### config.mk
export PLATFORM = sky130hd
export DESIGN_NAME = microgreen_frame_features
export DESIGN_NICKNAME = d
export VERILOG_FILES = /design/src/rtl/microgreen_frame_features.sv
export SDC_FILE = /design/constraint.sdc
export NUM_CORES = 1
export LEC_CHECK = 0
export CELL_PAD_IN_SITES_DETAIL_PLACEMENT = 1
export CELL_PAD_IN_SITES_GLOBAL_PLACEMENT = 2
export CORE_MARGIN = 8
export CORE_UTILIZATION = 40
export DETAILED_ROUTE_END_ITERATION = 12
export DONT_BUFFER_PORTS = 1
export PLACE_DENSITY = 0.85
export SKIP_CTS_REPAIR_TIMING = 1
export SLEW_MARGIN = 20
export SYNTH_ARGS = -nofsm -noshare
export SYNTH_HDL_FRONTEND = slang
export SYNTH_SLANG_ARGS = --single-unit
### constraint.sdc
create_clock -name clk -period 12 [get_ports clk]
set_clock_uncertainty 0.1 [all_clocks]
set_input_delay 3.6 -clock clk [delete_from_list [all_inputs] [get_ports clk]]
set_output_delay 3.6 -clock clk [all_outputs]
set_load 0.01 [all_outputs]
### src/rtl/microgreen_frame_features.sv
// Per-frame feature extractor for microgreen camera frames: accumulates ROI channel sums and the
// vertical extent of green pixels, then presents averages and extent through a valid/ready hold register.
module microgreen_frame_features #(
  parameter int PIX_W    = 8,
  parameter int NUM_CH   = 3,
  parameter int GREEN_CH = 1,
  parameter int ACC_W    = 24,
  parameter int COL_W    = 10,
  parameter int ROW_W    = 9
) (
  input  logic                     clk,
  input  logic                     rst,
  input  logic                     pix_valid,
  input  logic [NUM_CH*PIX_W-1:0]  pix_data,
  input  logic                     sof,
  input  logic                     eol,
  input  logic                     eof,
  input  logic [COL_W-1:0]         roi_x0,
  input  logic [COL_W-1:0]         roi_x1,
  input  logic [ROW_W-1:0]         roi_y0,
  input  logic [ROW_W-1:0]         roi_y1,
  input  logic [4:0]               avg_shift,
  input  logic [PIX_W-1:0]         green_thr,
  input  logic                     feat_ready,
  output logic                     feat_valid,
  output logic [NUM_CH*PIX_W-1:0]  feat_avg,
  output logic [ROW_W-1:0]         feat_min_row,
  output logic [ROW_W-1:0]         feat_max_row,
  output logic [ROW_W-1:0]         feat_height,
  output logic [ACC_W-1:0]         feat_count,
  output logic                     overflow,
  output logic                     frame_err,
  output logic                     drop
);

  localparam logic [1:0] S_IDLE   = 2'd0;
  localparam logic [1:0] S_ACTIVE = 2'd1;
  localparam logic [1:0] S_FINISH = 2'd2;
  localparam int         SUM_W    = ACC_W + 1;
  localparam logic [ACC_W-1:0] AVG_MAX = ACC_W'({PIX_W{1'b1}});

  logic [1:0]                    state_q, state_d;
  logic [NUM_CH-1:0][ACC_W-1:0]  acc_q, acc_d;
  logic [ACC_W-1:0]              count_q, count_d;
  logic [COL_W-1:0]              col_q, col_d;
  logic [ROW_W-1:0]              row_q, row_d;
  logic [ROW_W-1:0]              min_q, min_d;
  logic [ROW_W-1:0]              max_q, max_d;
  logic                          seen_q, seen_d;
  logic                          fvalid_q, fvalid_d;
  logic [NUM_CH*PIX_W-1:0]       favg_q, favg_d;
  logic [ROW_W-1:0]              fmin_q, fmin_d;
  logic [ROW_W-1:0]              fmax_q, fmax_d;
  logic [ROW_W-1:0]              fheight_q, fheight_d;
  logic [ACC_W-1:0]              fcount_q, fcount_d;
  logic                          ovf_q, ovf_d;
  logic                          ferr_q, ferr_d;
  logic                          drop_q, drop_d;

  logic                          start, process, finish, in_roi;
  logic [SUM_W-1:0]              sum;
  logic [ACC_W-1:0]              shifted;
  logic [PIX_W-1:0]              green_px;

  always_comb begin
    state_d   = state_q;
    acc_d     = acc_q;
    count_d   = count_q;
    col_d     = col_q;
    row_d     = row_q;
    min_d     = min_q;
    max_d     = max_q;
    seen_d    = seen_q;
    fvalid_d  = fvalid_q;
    favg_d    = favg_q;
    fmin_d    = fmin_q;
    fmax_d    = fmax_q;
    fheight_d = fheight_q;
    fcount_d  = fcount_q;
    ovf_d     = ovf_q;
    ferr_d    = ferr_q;
    drop_d    = drop_q;
    start     = 1'b0;
    process   = 1'b0;
    finish    = 1'b0;
    in_roi    = 1'b0;
    sum       = '0;
    shifted   = '0;
    green_px  = pix_data[GREEN_CH*PIX_W +: PIX_W];

    case (state_q)
      S_IDLE: begin
        if (sof) begin
          start   = 1'b1;
          process = 1'b1;
          state_d = eof ? S_FINISH : S_ACTIVE;
        end else if (eof) begin
          ferr_d = 1'b1;
        end
      end
      S_ACTIVE: begin
        process = 1'b1;
        if (sof) begin
          start  = 1'b1;
          ferr_d = 1'b1;
        end
        if (eof) state_d = S_FINISH;
      end
      S_FINISH: begin
        finish  = 1'b1;
        state_d = S_IDLE;
      end
      default: state_d = S_IDLE;
    endcase

    if (start) begin
      acc_d   = '0;
      count_d = '0;
      col_d   = '0;
      row_d   = '0;
      min_d   = '1;
      max_d   = '0;
      seen_d  = 1'b0;
    end

    // Pixel and line bookkeeping runs on the (possibly just cleared) counters, so a pixel
    // arriving with sof lands at (0,0) and one arriving with eol is counted before the wrap.
    if (process && pix_valid) begin
      in_roi = (col_d != '1) && (row_d != '1) &&
               (col_d >= roi_x0) && (col_d <= roi_x1) &&
               (row_d >= roi_y0) && (row_d <= roi_y1);
      if (in_roi) begin
        for (int c = 0; c < NUM_CH; c++) begin
          sum = {1'b0, acc_d[c]} + SUM_W'(pix_data[c*PIX_W +: PIX_W]);
          if (sum[ACC_W]) begin
            acc_d[c] = '1;
            ovf_d    = 1'b1;
          end else begin
            acc_d[c] = sum[ACC_W-1:0];
          end
        end
        if (count_d == '1) ovf_d = 1'b1;
        else               count_d = count_d + 1'b1;
        if (green_px > green_thr) begin
          if (row_d < min_d) min_d = row_d;
          if (row_d > max_d) max_d = row_d;
          seen_d = 1'b1;
        end
      end
      if (col_d != '1) col_d = col_d + 1'b1;
    end

    if (process && eol) begin
      col_d = '0;
      if (row_d != '1) row_d = row_d + 1'b1;
    end

    if (fvalid_q && feat_ready) fvalid_d = 1'b0;

    // A finished frame always wins the output register; losing an unconsumed result is flagged.
    if (finish) begin
      if (fvalid_q && !feat_ready) drop_d = 1'b1;
      fvalid_d = 1'b1;
      for (int c = 0; c < NUM_CH; c++) begin
        shifted = acc_q[c] >> avg_shift;
        favg_d[c*PIX_W +: PIX_W] = (shifted > AVG_MAX) ? '1 : shifted[PIX_W-1:0];
      end
      fcount_d  = count_q;
      fmin_d    = seen_q ? min_q : '0;
      fmax_d    = seen_q ? max_q : '0;
      fheight_d = seen_q ? (max_q - min_q) : '0;
    end
  end

  always_ff @(posedge clk or posedge rst) begin
    if (rst) begin
      state_q   <= S_IDLE;
      acc_q     <= '0;
      count_q   <= '0;
      col_q     <= '0;
      row_q     <= '0;
      min_q     <= '1;
      max_q     <= '0;
      seen_q    <= 1'b0;
      fvalid_q  <= 1'b0;
      favg_q    <= '0;
      fmin_q    <= '0;
      fmax_q    <= '0;
      fheight_q <= '0;
      fcount_q  <= '0;
      ovf_q     <= 1'b0;
      ferr_q    <= 1'b0;
      drop_q    <= 1'b0;
    end else begin
      state_q   <= state_d;
      acc_q     <= acc_d;
      count_q   <= count_d;
      col_q     <= col_d;
      row_q     <= row_d;
      min_q     <= min_d;
      max_q     <= max_d;
      seen_q    <= seen_d;
      fvalid_q  <= fvalid_d;
      favg_q    <= favg_d;
      fmin_q    <= fmin_d;
      fmax_q    <= fmax_d;
      fheight_q <= fheight_d;
      fcount_q  <= fcount_d;
      ovf_q     <= ovf_d;
      ferr_q    <= ferr_d;
      drop_q    <= drop_d;
    end
  end

  assign feat_valid   = fvalid_q;
  assign feat_avg     = favg_q;
  assign feat_min_row = fmin_q;
  assign feat_max_row = fmax_q;
  assign feat_height  = fheight_q;
  assign feat_count   = fcount_q;
  assign overflow     = ovf_q;
  assign frame_err    = ferr_q;
  assign drop         = drop_q;

endmodule

=== Word-level counts from Yosys, hierarchy flattened ===
Index checks and enable logic that the tools add are counted.
W data, S select, Z words.

* Flip-flop bits (word level): 215
* Input port bits: 82
* Output and inout port bits: 79
* Logic and storage cells: 123

* $add $sub $neg: 7
* $lt $le $gt $ge: 10
* Equal/unequal tests: 10
* Shift-type cells: 3
* Mux-type cells: 55
* Reduce and logical (&&, ||, !) cells: 19

{| class="wikitable"
|+ Operators with widths
! kind !! number
|-
| $mux W72 || 3
|-
| $mux W24 || 7
|-
| $mux W9 || 16
|-
| $add A24 B8 Y25 || 3
|-
| $gt A24 B8 Y1 const B || 3
|-
| $shr A24 B5 Y24 || 3
|-
| $mux W10 || 4
|-
| $add A24 B1 Y24 const B || 1
|-
| $eq A24 B24 Y1 const B || 1
|-
| $mux W8 || 3
|-
| $mux W1 || 16
|-
| $add A10 B1 Y10 const B || 1
|-
| $ge A10 B10 Y1 || 1
|-
| $le A10 B10 Y1 || 1
|-
| $ne A10 B10 Y1 const B || 1
|-
| $ne A2 B2 Y1 const B || 5
|-
| $add A9 B1 Y9 const B || 1
|-
| $ge A9 B9 Y1 || 1
|-
| $gt A9 B9 Y1 || 1
|-
| $le A9 B9 Y1 || 1
|-
| $logic_and A1 B1 Y1 || 9
|-
| $lt A9 B9 Y1 || 1
|-
| $ne A9 B9 Y1 const B || 1
|-
| $sub A9 B9 Y9 || 1
|-
| other kinds (14) || 19
|}

=== Longest topological paths before layout ===
* Depth in word-level cells: 12
* Mapped depth: 19
* Depth with buffers taken out: 11

=== Least setup slack after synthesis ===
OpenSTA, ideal clock, no wires.

* Path type: in2reg
* From: in sof
* To: reg min_q[0]
* Setup time: 0.075 ns
* Arrival time: 7.182 ns
* Data required time: 11.825 ns
* Slack: 4.643 ns
* Stages: 17
* Buffers on the path: 7
* Path through: nand2b_4 > buf_2 > clkbuf_1 > clkbuf_1 > clkbuf_1 > clkbuf_1 > and2_1 > ha_1 > nand4_1 > nor2_1 > o221a_1 > o31a_1 > buf_6 > or3_4 > or4b_4 > buf_6 > mux2i_1

* Longest elaborated chain between the ends: 11
* Elaborated cells between the ends (all ways): 23
* Classes of those cells: order compare: 5; eq/ne: 2; mux: 10; reduce/logical: 6

{| class="wikitable"
|+ RTL lines
! element !! RTL line !! text
|-
| start: declaration || 15 || <nowiki>input logic sof,</nowiki>
|-
| $mux W1 (*) || 93, 103 ||
|-
| branches (longest 9 deep; another with $ge A10 B10 Y1) || -- ||
|-
| $mux W9 (*) || 128 || <nowiki>if (process && pix_valid) begin</nowiki>
|-
| named net min_d[0] || 47 || <nowiki>logic [ROW_W-1:0] min_q, min_d;</nowiki>
|-
| end signal: assignment || 200 || <nowiki>min_q <= min_d;</nowiki>
|-
| end: declaration || 47 ||
|}

Mark *: on every way through the listed nets, which the timed path passes.
A chain may end at the register's enable or synchronous reset.

=== Final worst setup path ===
* From: in sof
* To: reg min_q[4]

Same word-level chain as after synthesis.

==> metrics.csv <==
metric,value,unit
syn2layout_area_growth,7.543,%
routed-wl-met2,22280,µm
h-tree-depth,1,
netlist_area,16020,µm²
synthTopCellsByArea,"dfrtp_1, mux4_2, ha_1",
io_pins,161,
cts_buffers,26,
critPathMaxStageDelay,0.92,ns
seqPwrFrac,45.2,%
rr_startpoint,state_q[1],
vias_per_cell,6.073,
synthDominantCellAreaShare,32.17,%
regArea,5391,µm²
fill_cells,4639,
final_common_cell,nand2_1,
grt_max_degree,87,
synth_nets,1999,
netSwitchingFraction,26.60,%
clk_pin_slew,0.06,ns
tns,0,ns
hold_viol,0,
synth_top_area_cell,dfrtp_1,
endpoint_kind,flip-flop,
dr_wl_met3,3342,µm
hpwl,36790,µm
cts_tree,yes,
drive_gt1_share,9.626,%
die_x,216.2,µm
finalCritPeriodShare,60.84,%
drc_errors,0,
p_comb_share,9.4,%
grt_use_total,20.85,%
cpMaxStageDelayCell,or3_4,
rows,73,
clkLatencyLatePin,0.57,ns
met1_length,23610,µm
p_int,1.275,mW
cellPowerDensity,100.8,nW/µm²
peakVddDrop,0.09483,mV
crit_start,sof,
gp_congestion,0.8737,
ys_seq_area_share,33.65,%
maxSlewViolCount,0,
routed.top_layer,met4,
drv_cap,0,
cts-root-buf,clkbuf_16,
dr.first_iter.drc_count,972,
cts_num_sinks,215,
rsz0062_at_grt,no,
drt_wl_total,49920,µm
slew_headroom,37.07,%
die_area,46720,µm²
period_needed,7.300,ns
max_freq,137.0,MHz
vias,13914,
diodes,0,
coreArea,39640,µm²
synth_seq_cells,215,
netlist_instances,1817,
critPathKind,input port to flip-flop,
cp-start-kind,input port,
crit_end,min_q[4],
gr-total-overflow,0,
crit_required,12.40,ns
rr_endpoint,min_q[4],
drtPass1Iterations,5,
wl_per_cell,21.79,µm
p_clk_share,45.4,%
grt_first_pass_wirelength,80560,µm
synth_warnings,0,
layout.nets,1931,
die_height,216.2,µm
worstMarginPinSlew,0.9440,ns
synth.avg_cell_area,8.819,µm²
final_antenna_net_count,0,
ys.flop_type,dfrtp_1,
io_buffers,0,
multi_input_area,9878,µm²
cts_buffer_depth,3,
holdWs,0.4346,ns
path_cells,nand2b_4 -> nand2_1 -> inv_1 -> ha_1 -> and4_1 -> o21ai_0 -> o211ai_1 -> nand4b_1 -> or3_4 -> or4b_4 -> mux2i_1,
synth_edf_count,0,
r2r_slack,7.08,ns
async_flop_share,100.0,%
grt_pass1_vias,14252,
setup_viol,0,
synth_cell_type_count,83,
p_switching,0.4619,mW
cp_max_fo,57,
final_cell_mix,"nand2_1, dfrtp_1, nor2_1",
rr_worst_depth,11,
grt_antenna_before_repair,0,
power_leakage,7.754,nW
hold_depth,2,
min_path_type,flip-flop to flip-flop,
arrival,7.70,ns
status,completed,
start_util,40.42,%
[layer usage]
metal	up-vias	track usage (%)
met1	7002	30.56
met3	44	3.802
met5	-	0
li1	6461	-
met2	407	31.83
met4	0	4.148
[worst min path at each step]
stage | end | slack [ns] | from
3_5_place_dp | feat_count[20] | 0.42 | count_q[20]
6_report | count_q[5] | 0.43 | count_q[5]
4_1_cts | count_q[5] | 0.43 | count_q[5]
3_3_place_gp | feat_count[19] | 0.41 | count_q[19]
2_1_floorplan | feat_count[11] | 0.36 | count_q[11]
5_1_grt | feat_count[19] | 0.47 | count_q[19]
[cell usage after synthesis, drive strengths merged (7+ instances only)]
| cell | n |
|---|---|
| mux4 | 58 |
| xnor2 | 21 |
| buf | 40 |
| and2 | 57 |
| a211oi | 22 |
| a21o | 9 |
| mux2i | 69 |
| nor2b | 19 |
| mux2 | 22 |
| o31ai | 25 |
| a2bb2oi | 10 |
| a41oi | 7 |
| o22a | 9 |
| and3 | 18 |
| nor3 | 47 |
| nand3 | 48 |
| dfstp | 9 |
| dfrtp | 206 |
| inv | 85 |
| nand2 | 269 |
| ha | 96 |
| o21a | 9 |
| nand2b | 10 |
| a31oi | 26 |
| xor2 | 17 |
| nand4 | 41 |
| o211ai | 16 |
| nor4 | 36 |
| clkbuf | 72 |
| a21oi | 88 |
| or4 | 14 |
| o21ai | 64 |
| nor2 | 180 |
[final cells by class]
| type | count | area share, % |
|---|---|---|
| sequential | 215 | 31.29 |
| clock buffer | 37 | 4.422 |
| clock inverter | 8 | 0.5445 |
| timing repair buffer | 16 | 0.6970 |
| tap | 525 | 3.812 |
| multi-input combinational | 1404 | 57.32 |
| inverter | 86 | 1.917 |
[critical path: cells and delay by family]
family	cells	cell delay, ns
AO/OA/AOI/OAI	2	0.32
buffers and inverters	1	0.12
AND/OR/NAND/NOR	6	3.07
multiplexers	1	0.20
adder cells (fa/ha/maj)	1	0.32
[power by group through the flow]
stage          logic [mW]  clock network, mW  registers [mW]
2_1_floorplan       0.142                  0           0.787
3_3_place_gp        0.158                  0           0.799
3_5_place_dp        0.164                  0           0.800
4_1_cts             0.165              0.807           0.786
5_1_grt             0.183              0.835           0.790
6_report            0.163              0.789           0.784
[cell families after synthesis]
| family | after synthesis | share of synthesized area, % |
|---|---|---|
| xor gates and xnor gates | 38 | 2.077 |
| muxes | 149 | 14.01 |
| and+or+nand+nor | 771 | 23.07 |
| DFF | 215 | 33.65 |
| AOI/OAI and AO/OA | 346 | 14.22 |
| buffers and inverters | 198 | 4.982 |
| adders and majority gates | 100 | 7.996 |
[registers in the layout, indices dropped and copies added, names as in the netlist, 2 cells and up]
name	flops
acc_q	72
count_q	24
feat_avg	24
feat_count	24
col_q	10
feat_height	9
feat_max_row	9
feat_min_row	9
max_q	9
min_q	9
row_q	9
state_q	2
[stage by stage]
stage          setup WS [ns]  cell area (µm²)  power, mW  utilization (%)  instances
2_1_floorplan          2.436            16020     0.9290                -       1817
3_3_place_gp           4.318            16350     0.9564            41.26       2246
6_report               4.700            17230      1.736            43.47       2291
4_1_cts                4.768            17220      1.759            43.43       2291
3_5_place_dp           4.168            16360     0.9631            41.27       2246
5_1_grt                4.453            17230      1.807            43.47       2291
(Power assumes the default switching activity.)
